--- config.mk ---
export PLATFORM = sky130hd
export DESIGN_NAME = alu_operand_entry
export DESIGN_NICKNAME = d
export VERILOG_FILES = /design/src/rtl/alu_operand_entry.sv
export SDC_FILE = /design/constraint.sdc
export NUM_CORES = 1
export LEC_CHECK = 0
export ABC_AREA = 1
export CORE_MARGIN = 5
export CORE_UTILIZATION = 45
export CTS_BUF_LIST = sky130_fd_sc_hd__clkbuf_8
export DETAILED_ROUTE_END_ITERATION = 10
export PLACE_DENSITY = 0.77
export SKIP_CTS_REPAIR_TIMING = 1
export SLEW_MARGIN = 15
export SYNTH_ARGS = -nofsm -noshare
export SYNTH_HDL_FRONTEND = slang
export SYNTH_SLANG_ARGS = --single-unit
--- constraint.sdc ---
create_clock -name clk -period 2.4 [get_ports clk]
set_input_delay 0.24 -clock clk [delete_from_list [all_inputs] [get_ports clk]]
set_output_delay 0.24 -clock clk [all_outputs]
set_load 0.01 [all_outputs]
--- src/rtl/alu_operand_entry.sv ---
// Operator front end for the ALU board: debounced buttons, nibble-wise operand entry,
// opcode latch and result capture feeding the display stage.
module alu_operand_entry #(
  parameter int unsigned DEB_BITS = 20
) (
  input  logic        clk,
  input  logic        rstn,
  input  logic [3:0]  sw_nib,
  input  logic [2:0]  sw_op,
  input  logic        btn_enter,
  input  logic        btn_exec,
  input  logic        btn_page,
  input  logic [63:0] alu_res,
  output logic [31:0] opA,
  output logic [31:0] opB,
  output logic [2:0]  alu_op,
  output logic [63:0] ALU_out,
  output logic [3:0]  A4b,
  output logic [3:0]  B4b,
  output logic        Disp_flag,
  output logic        busy,
  output logic [1:0]  state
);

  typedef enum logic [1:0] {
    S_A    = 2'd0,
    S_B    = 2'd1,
    S_RUN  = 2'd2,
    S_SHOW = 2'd3
  } state_t;

  // Button index: 0 enter, 1 exec, 2 page
  logic [2:0]          w_btn;
  logic [2:0]          r_sync1;
  logic [2:0]          r_sync2;
  logic [2:0]          r_deb;
  logic [DEB_BITS-1:0] r_cnt [3];
  logic [2:0]          w_pulse;
  logic                w_enter_p;
  logic                w_exec_p;
  logic                w_page_p;

  state_t      r_state;
  state_t      w_state_nxt;
  logic [31:0] r_opA;
  logic [31:0] w_opA_nxt;
  logic [31:0] r_opB;
  logic [31:0] w_opB_nxt;
  logic [2:0]  r_op;
  logic [2:0]  w_op_nxt;
  logic [63:0] r_out;
  logic [63:0] w_out_nxt;
  logic [2:0]  r_nib;
  logic [2:0]  w_nib_nxt;
  logic        r_run2;
  logic        w_run2_nxt;
  logic        r_disp;

  assign w_btn = {btn_page, btn_exec, btn_enter};

  always_ff @(posedge clk or negedge rstn) begin
    if (!rstn) begin
      r_sync1 <= '0;
      r_sync2 <= '0;
      r_deb   <= '0;
      for (int unsigned i = 0; i < 3; i++) r_cnt[i] <= '0;
    end else begin
      r_sync1 <= w_btn;
      r_sync2 <= r_sync1;
      for (int unsigned i = 0; i < 3; i++) begin
        // sync1 differing from sync2 means the synced level changes this edge
        if (r_sync1[i] != r_sync2[i]) r_cnt[i] <= '0;
        else if (r_cnt[i] != '1)      r_cnt[i] <= r_cnt[i] + DEB_BITS'(1);
        if (r_cnt[i] == '1)           r_deb[i] <= r_sync2[i];
      end
    end
  end

  always_comb begin
    w_pulse = '0;
    for (int unsigned i = 0; i < 3; i++)
      w_pulse[i] = (r_cnt[i] == '1) && r_sync2[i] && !r_deb[i];
  end

  assign w_enter_p = w_pulse[0];
  assign w_exec_p  = w_pulse[1];
  assign w_page_p  = w_pulse[2];

  always_ff @(posedge clk or negedge rstn) begin
    if (!rstn) begin
      r_state <= S_A;
      r_opA   <= '0;
      r_opB   <= '0;
      r_op    <= '0;
      r_out   <= '0;
      r_nib   <= '0;
      r_run2  <= 1'b0;
      r_disp  <= 1'b0;
    end else begin
      r_state <= w_state_nxt;
      r_opA   <= w_opA_nxt;
      r_opB   <= w_opB_nxt;
      r_op    <= w_op_nxt;
      r_out   <= w_out_nxt;
      r_nib   <= w_nib_nxt;
      r_run2  <= w_run2_nxt;
      r_disp  <= r_disp ^ w_page_p;
    end
  end

  always_comb begin
    w_state_nxt = r_state;
    w_opA_nxt   = r_opA;
    w_opB_nxt   = r_opB;
    w_op_nxt    = r_op;
    w_out_nxt   = r_out;
    w_nib_nxt   = r_nib;
    w_run2_nxt  = 1'b0;
    case (r_state)
      S_A, S_B: begin
        if (w_exec_p) begin
          w_op_nxt    = sw_op;
          w_nib_nxt   = '0;
          w_state_nxt = S_RUN;
        end else if (w_enter_p) begin
          if (r_state == S_A) w_opA_nxt = {r_opA[27:0], sw_nib};
          else                w_opB_nxt = {r_opB[27:0], sw_nib};
          // 3-bit increment wraps 7->0 on the eighth nibble
          w_nib_nxt = r_nib + 3'd1;
          if (r_nib == 3'd7 && r_state == S_A) w_state_nxt = S_B;
        end
      end
      S_RUN: begin
        if (!r_run2) begin
          w_run2_nxt = 1'b1;
        end else begin
          w_out_nxt   = alu_res;
          w_state_nxt = S_SHOW;
        end
      end
      S_SHOW: begin
        if (w_exec_p) begin
          w_op_nxt    = sw_op;
          w_state_nxt = S_RUN;
        end else if (w_enter_p) begin
          w_opA_nxt   = '0;
          w_opB_nxt   = '0;
          w_nib_nxt   = '0;
          w_state_nxt = S_A;
        end
      end
      default: w_state_nxt = S_A;
    endcase
  end

  always_comb begin
    A4b = r_opA[3:0];
    B4b = r_opB[3:0];
    if (r_state == S_A) A4b = sw_nib;
    if (r_state == S_B) B4b = sw_nib;
  end

  assign opA       = r_opA;
  assign opB       = r_opB;
  assign alu_op    = r_op;
  assign ALU_out   = r_out;
  assign Disp_flag = r_disp;
  assign busy      = (r_state == S_RUN);
  assign state     = r_state;

endmodule

Yosys cells after proc, flatten, opt, wreduce, memory -nomap -nowiden
Index checks and enable logic that the tools add are counted.
Operators by class
  add/subtract/negate cells: 4
  eq/ne operators: 23
  muxes and demuxes: 32
  bitwise operators: 1
  reductions and logical operators: 23
Operators by type and width (count)
  $mux W32: 8
  $pmux W32 S2: 2
  $mux W20: 6
  $add A20 B1 Y20 const B: 3
  $eq A20 B20 Y1 const B: 3
  $ne A20 B20 Y1 const B: 3
  $mux W2: 6
  $mux W3: 4
  $ne A2 B2 Y1 const B: 6
  $reduce_and A6 Y1: 2
  $ne A3 B3 Y1 const B: 3
  $mux W4: 2
  $reduce_and A4 Y1: 2
  $reduce_bool A2 Y1: 4
  $logic_and A1 B1 Y1: 7
  $pmux W2 S3: 1
  $pmux W3 S2: 1
  $eq A2 B2 Y1 const B: 2
  $reduce_and A2 Y1: 2
  $add A3 B1 Y3 const B: 1
  $eq A3 B3 Y1 const B: 1
  $logic_not A1 Y1: 3
  $ne A1 B1 Y1: 3
  $reduce_or A3 Y1: 1
  6 further kinds: 7
Storage, ports and cells
  register bits: 207
  bits of input ports: 76
  output and inout port bits: 143
  word-level logic and storage cells: 99

Depth between registers and ports, before layout
  depth after elaboration: 6
  mapped depth: 13
  mapped depth without buffers: 12

Worst setup path before layout
OpenSTA, ideal clock, no wires.
  kind: reg2reg
  from: register r_cnt[40] in the netlist's numbering
  to: register r_opA[10], in the netlist opA[10]
  library setup time: 117 ps
  data arrival time: 1725 ps
  required time: 2283 ps
  slack: 558 ps
  cell stages (with the launch flop): 14
  period minus slack after synthesis: 1842 ps
  path through: dfrtp_1 ha_1 nand3_1 inv_2 nand2_2 nor2_4 nand2_4 nor2_8 nand3_2 nand2_4 nand2_4 buf_6 nand2_1 nand2_1
Between the ends
  word-level cells in the longest chain between the ends: 5
  elaborated cells on any way between the ends: 6
  those cells by class: eq/ne (3); reduce/logical (3)
RTL lines
  start: declaration: line 37  | logic [DEB_BITS-1:0] r_cnt [3];
  start signal: indexed assignment: line 72  | if (r_sync1[i] != r_sync2[i]) r_cnt[i] <= '0;
  $eq A20 B20 Y1 *: line 82  | w_pulse[i] = (r_cnt[i] == '1) && r_sync2[i] && !r_deb[i];
  $logic_and A1 B1 Y1 * (2 in a row): line 82
  $ne A2 B2 Y1 (no line)
  $reduce_and A6 Y1 (no line) *
  end signal: assignment: line 101  | r_opA <= w_opA_nxt;
  end: declaration: line 45  | logic [31:0] r_opA;
Every way passes the cells marked *; elsewhere a longest branch is shown, timed or not.
A chain may end at the register's enable or synchronous reset.

Worst setup path after layout
  from: register r_cnt[40] in the netlist's numbering
  to: register r_opA[13], in the netlist opA[13]
Same word-level chain as after synthesis.

==> impl_metrics.ini <==
[global_routing]
grt_pass1_vias = 8053
grt_max_degree = 73
grt_pass1_wl_um = 40300
antenna_found_initial = 0
overflow = 0
grt_use_total_pct = 20.4

[floorplanning]
die_area_um2 = 24000
die_w_um = 155
rows = 53
core_um2 = 20800
num_io_pins = 219
die-height_um = 155
start_util_pct = 45.4

[logic_synthesis]
syn_area_um2 = 9450
async_reset_ff_share_pct = 100
netlist_instances = 1018
synth_cell_type_count = 40
synth_area_per_cell_um2 = 9.28
synth_flop_cell = dfrtp_1
syn-num-nets = 1103
ys_seq_area_share_pct = 54.8
synth_edf_count = 0
yosysWarnings = 0
ys_ff_latch = 207

[detailed_routing]
antenna_left = 0
drt-initial-drc-count = 529
vias_per_cell = 5.15
wl_per_cell_um = 15.8
num_vias = 8084
first_pass_iters = 5
drc = 0
routed_wirelength_um = 24800

[worst_setup_path]
path_class = flop to flop
startpoint_type = flop
critPathMaxFanout = 32
critPathCaptureType = flop
critPathRequiredTime_ps = 2850
worstPathArrival_ps = 2660

[layout]
diodes = 0
syn_to_final_growth_pct = 36.8
post-route-util_pct = 62.1
design_area_um2 = 12900
regArea_um2 = 5180
multiInputGateArea_um2 = 3790
drive_above_1_share_pct = 13.6
fill_cells = 1728
final_common_cell = nand2_1
fin_nets = 1356
layout_common_cells = nand2_1 (283), clkdlybuf4s50_1 (209), dfrtp_1 (207)

[placement]
place.port_buffers = 218
dpl.hpwl_um = 17700
place_ws_ps = 187
gp_congestion = 0.968
dpl-instance-area_um2 = 12100

[sta]
min_period_ps = 2210
layout_setup_ws_ps = 188
min_period_over_period_pct = 92.2
worst_pin_slew_ps = 615
hold_ws_ps = 176
setup_viol = 0
worst_slew_margin_rel_pct = 59.0
rsz0062_at_grt = false
fmax_mhz = 452
report.final.slew_viol_count = 0
skew_ps = 27.8
hold_viol = 0

[power_and_ir_drop]
vdd_ir_drop_max_uv = 429
p_total_mw = 7.75
power_density_nw_per_um2 = 600
power_leakage_nw = 5.89

[worst_hold_path]
hold_class = input port to flop

[clock_network]
cts_tree = yes
cts.path.max_buffers = 3
root_buffer = clkbuf_8
cts_sinks = 207
htreeDepth = 2
clk_latency_ps = 520
tritoncts.num_buffers = 38
clkSlewWorstSetupHoldPaths_ps = 60

[outcome]
outcome = finished, final reports clean

[run]
maxCapViolCount = 0
-- cells by family after synthesis --
family | synth area share (%)
buffers and inverters | 5.26
AO/OA/AOI/OAI | 6.95
adder cells (fa/ha/maj) | 1.19
flip-flops | 54.8
AND/OR/NAND/NOR | 23.3
multiplexers | 7.63
XOR/XNOR | 0.834
-- cell type report --
class                   count  area share (%)
clock buffers              49            5.22
clock inverters            14            1.08
inverters                  82            2.40
multi-input cells         695            29.3
flip-flops and latches    207            40.1
well taps                 275            2.66
repair buffers            247            19.2
-- per-stage QoR --
step	cells	TNS (ps)
after floorplan	1018	0
after global placement	1503	0
after detailed placement	1503	0
after CTS	1566	-1270
after global routing	1569	0
final	1569	0
-- flip-flops by register name, summed over array words and instances (netlist names) --
register   flops
r_nib          3
r_sync1        3
r_run2         1
r_cnt         60
r_sync2        3
opB           32
ALU_out       64
state          2
opA           32
alu_op         3
r_deb          3
Disp_flag      1
-- cells in the mapped netlist, types with 3 or more instances --
| library cell | count | area share [%] |
|---|---|---|
| a21oi_1 | 24 | 1.3 |
| a31oi_1 | 12 | 0.79 |
| buf_2 | 4 | 0.21 |
| buf_4 | 3 | 0.24 |
| buf_6 | 6 | 0.71 |
| clkbuf_1 | 21 | 0.83 |
| dfrtp_1 | 207 | 55 |
| ha_1 | 9 | 1.2 |
| inv_1 | 80 | 3.2 |
| mux2_2 | 64 | 7.6 |
| nand2_1 | 284 | 11 |
| nand2_4 | 3 | 0.36 |
| nand3_1 | 52 | 2.8 |
| nand3b_1 | 25 | 2.0 |
| nand4_1 | 15 | 0.99 |
| nor2_1 | 67 | 2.7 |
| nor2_2 | 3 | 0.20 |
| nor3_1 | 23 | 1.2 |
| nor4_1 | 5 | 0.33 |
| o21ai_0 | 41 | 2.2 |
| o21ai_1 | 35 | 1.9 |
| or2_2 | 5 | 0.33 |
| xnor2_1 | 5 | 0.46 |
| xor2_1 | 4 | 0.37 |
-- worst max-delay path: stages (launching register included) --
cell and delay, ps:
dfrtp_1 390, ha_1 270, nand3_1 120, inv_2 100, nand2_2 90, nor2_4 150, nand2_4 130, nor2_8 150
nand3_2 120, nand2_4 90, buf_4 330, nand3b_1 110, nand2_1 100
-- path summary, 6_finish.rpt --
check | cells past startpoint | start | endpoint | slack [ps]
max | 12 | r_cnt[40]$_DFFE_PN0P_ | opA[13]$_DFFE_PN0P_ | 190
min | 1 | btn_page | r_sync1[2]$_DFF_PN0_ | 180
max reg2reg | 12 | r_cnt[40]$_DFFE_PN0P_ | opA[13]$_DFFE_PN0P_ | 190
min reg2reg | 0 | r_sync1[0]$_DFF_PN0_ | r_sync2[0]$_DFF_PN0_ | 390
max in group asynchronous | 3 | rstn | opA[23]$_DFFE_PN0P_ | 1350
min in group asynchronous | 2 | rstn | opA[4]$_DFFE_PN0P_ | 330
-- report_power, final --
part	internal (mW)	leakage [nW]	switching (mW)
Sequential	3.58	2.67	0.0567
Combinational	0.294	2.78	0.246
Clock	2.14	0.442	1.44
-- metal layers --
| metal | GRT usage (%) | routed length [um] | vias to the layer above | share of wire [%] |
|---|---|---|---|---|
| met5 | 0 | 0 | - | 0 |
| met4 | 6.43 | 616 | 0 | 2.5 |
| met3 | 5.92 | 2190 | 57 | 8.8 |
| met2 | 33.0 | 11800 | 330 | 47 |
| met1 | 26.5 | 10200 | 3832 | 41 |
| li1 | - | - | 3865 | - |
Note: power is estimated with default switching activity, not from simulation.
==> RTL change: new RTL, config.mk and constraints unchanged <==
`r_opA` no longer has a reset.
--- a/src/rtl/alu_operand_entry.sv
+++ b/src/rtl/alu_operand_entry.sv
@@ -89,7 +89,6 @@
   always_ff @(posedge clk or negedge rstn) begin
     if (!rstn) begin
       r_state <= S_A;
-      r_opA   <= '0;
       r_opB   <= '0;
       r_op    <= '0;
       r_out   <= '0;
@@ -98,7 +97,6 @@
       r_disp  <= 1'b0;
     end else begin
       r_state <= w_state_nxt;
-      r_opA   <= w_opA_nxt;
       r_opB   <= w_opB_nxt;
       r_op    <= w_op_nxt;
       r_out   <= w_out_nxt;
@@ -106,6 +104,10 @@
       r_run2  <= w_run2_nxt;
       r_disp  <= r_disp ^ w_page_p;
     end
+  end
+
+  always_ff @(posedge clk) begin
+    r_opA <= w_opA_nxt;
   end
 
   always_comb begin
Function: no difference found for any inputs over 10 cycles, from zero or initial values and one cycle with rstn low; that may be too few to reach the edited logic, so the function may still have changed.
==> RTL change against the original RTL <==
Wire length is 7.7% lower. Global-route usage down 1.5 points. Total power decreased by 4.4%. Highest routed layer unchanged. Critical path type is now flip-flop to primary output. Critical endpoint is now A4b[3]. Area after synthesis decreased by 1.2%. Sequential cell count did not move. Final cell count shrank 6.0%. Synthesized cell count down 8.6%. Design area shrank 1.8%. Largest cell class unchanged. Largest power group unchanged. Setup slack worse by 89 ps.
==> RTL change: results (changes against the original RTL) <==
\begin{tabular}{lr}
\hline
Metric & Value \\
\hline
\multicolumn{2}{l}{\textbf{Status}} \\
Status & complete, no violations (unchanged) \\
\multicolumn{2}{l}{\textbf{Global route}} \\
Global Route Usage Sum & 18.9\% (was 20.4\%) \\
\multicolumn{2}{l}{\textbf{Critical path}} \\
Source of the critical timing path & state[0] (was r\_cnt[40]) \\
Worst endpoint data arrival time & 2060 ps (was 2660 ps) \\
Slowest stage cell, crit path & clkdlybuf4s50\_1 (was dfrtp\_1) \\
Maximum cell stage delay along the critical path & 570 ps (was 390 ps) \\
Capturing point of the worst reg2reg path & opA[17] (was opA[13]) \\
\multicolumn{2}{l}{\textbf{Power and ir drop}} \\
Internal power & 0.00571 W (was 0.00601 W) \\
Static power due to leakage & 5.64 nW (was 5.89 nW) \\
Flop pwr share & 49.9\% (was 46.9\%) \\
Combinational group power & 0.000528 W (was 0.000540 W) \\
\multicolumn{2}{l}{\textbf{Worst hold path}} \\
Hold-critical path endpoint & r\_sync1[1] (was r\_sync1[2]) \\
Worst hold path startpoint & btn\_exec (was btn\_page) \\
\multicolumn{2}{l}{\textbf{Synthesis}} \\
Number of enable flip-flop cells after synthesis & 32 (was 0) \\
Sequential fraction of the synthesis area & 57.2\% (was 54.8\%) \\
Top post-synthesis cells by count & dfrtp\_1 (175), nand2\_1 (158), inv\_1 (105) (was nand2\_1 (284), dfrtp\_1 (207), inv\_1 (80)) \\
Fraction of registers with async set/reset & 84.5\% (was 100\%) \\
Top cells by area, synth & dfrtp\_1 (47\%), edfxtp\_1 (10\%), mux2\_2 (7.7\%) (was dfrtp\_1 (55\%), nand2\_1 (11\%), mux2\_2 (7.6\%)) \\
\multicolumn{2}{l}{\textbf{Routing}} \\
Violation count after the first detailed-route iteration & 373 (was 529) \\
Mean routed wirelength per cell & 15.5 microns (was 15.8 microns) \\
Via total after detailed routing & 7312 (was 8084) \\
\multicolumn{2}{l}{\textbf{Place}} \\
DP Wirelength & 16.6 mm (was 17.7 mm) \\
\multicolumn{2}{l}{\textbf{Cells and area}} \\
Fraction of layout instances using a drive strength above 1 & 18.0\% (was 13.6\%) \\
Count of non-filler cells in the finished layout & 1475 (was 1569) \\
\multicolumn{2}{l}{\textbf{STA}} \\
Worst slew slack as a fraction of its limit & 51.7\% (was 59.0\%) \\
Clk\_skew & 31.2 ps (was 27.8 ps) \\
\multicolumn{2}{l}{\textbf{CTS}} \\
Number of clock buffers inserted by TritonCTS & 36 (was 38) \\
\hline
\end{tabular}
-- RTL change: changes by cell type after synthesis, moves of 30 or more --
cell,unedited run,this run
o21ai_1,35,1
o21ai_2,0,32
dfrtp_1,207,175
edfxtp_1,0,32
nand2_2,2,32
nand2_1,284,158
-- RTL change: per-stage QoR --
| stage | hold slack [ps] | cell area, sq um | setup TNS (ps) |
|---|---|---|---|
| after floorplan | -55.6 | 9340 | 0 |
| after global placement | 265 | 11900 | 0 |
| after detailed placement | 264 | 11900 | 0 |
| after CTS | -296 | 12700 | -635 |
| after global routing | 147 | 12700 | -8.34 |
| final | 156 | 12700 | 0 |
-- RTL change: metal layers --
layer	track usage, %	share of wire, %	vias up
met5	0	0	-
met4	5.51	2.2	0
met3	6.32	8.7	43
met2	31.1	48	238
met1	23.8	41	3477
li1	-	-	3554
-- RTL change: kinds of logic (layout without fill, tap and decap cells) --
logic type	Yosys count	after routing	share of synthesized area [%]
flops	207	207	57.2
fa+ha+maj	9	9	1.21
xor+xnor	12	12	1.13
compound gates	123	123	8.38
simple gates	381	381	18.4
mux	64	64	7.72
buf+inv	134	409	5.90
-- RTL change: critical path, delay by kind of cell (launching register included) --
family,cells,cell delay (ps)
flip-flops,1,420
adder cells (fa/ha/maj),1,220
AO/OA/AOI/OAI,1,120
buffers and inverters,2,710
AND/OR/NAND/NOR,1,70
-- RTL change: layout make-up --
class                      instances  area, sq um
fill                            1684         7600
sequential                       207         5340
multi-input combinational        589         3470
timing repair buffer             237         2430
clock buffer                      44          606
inverter                         107          402
tap                              270          338
clock inverter                    21          118
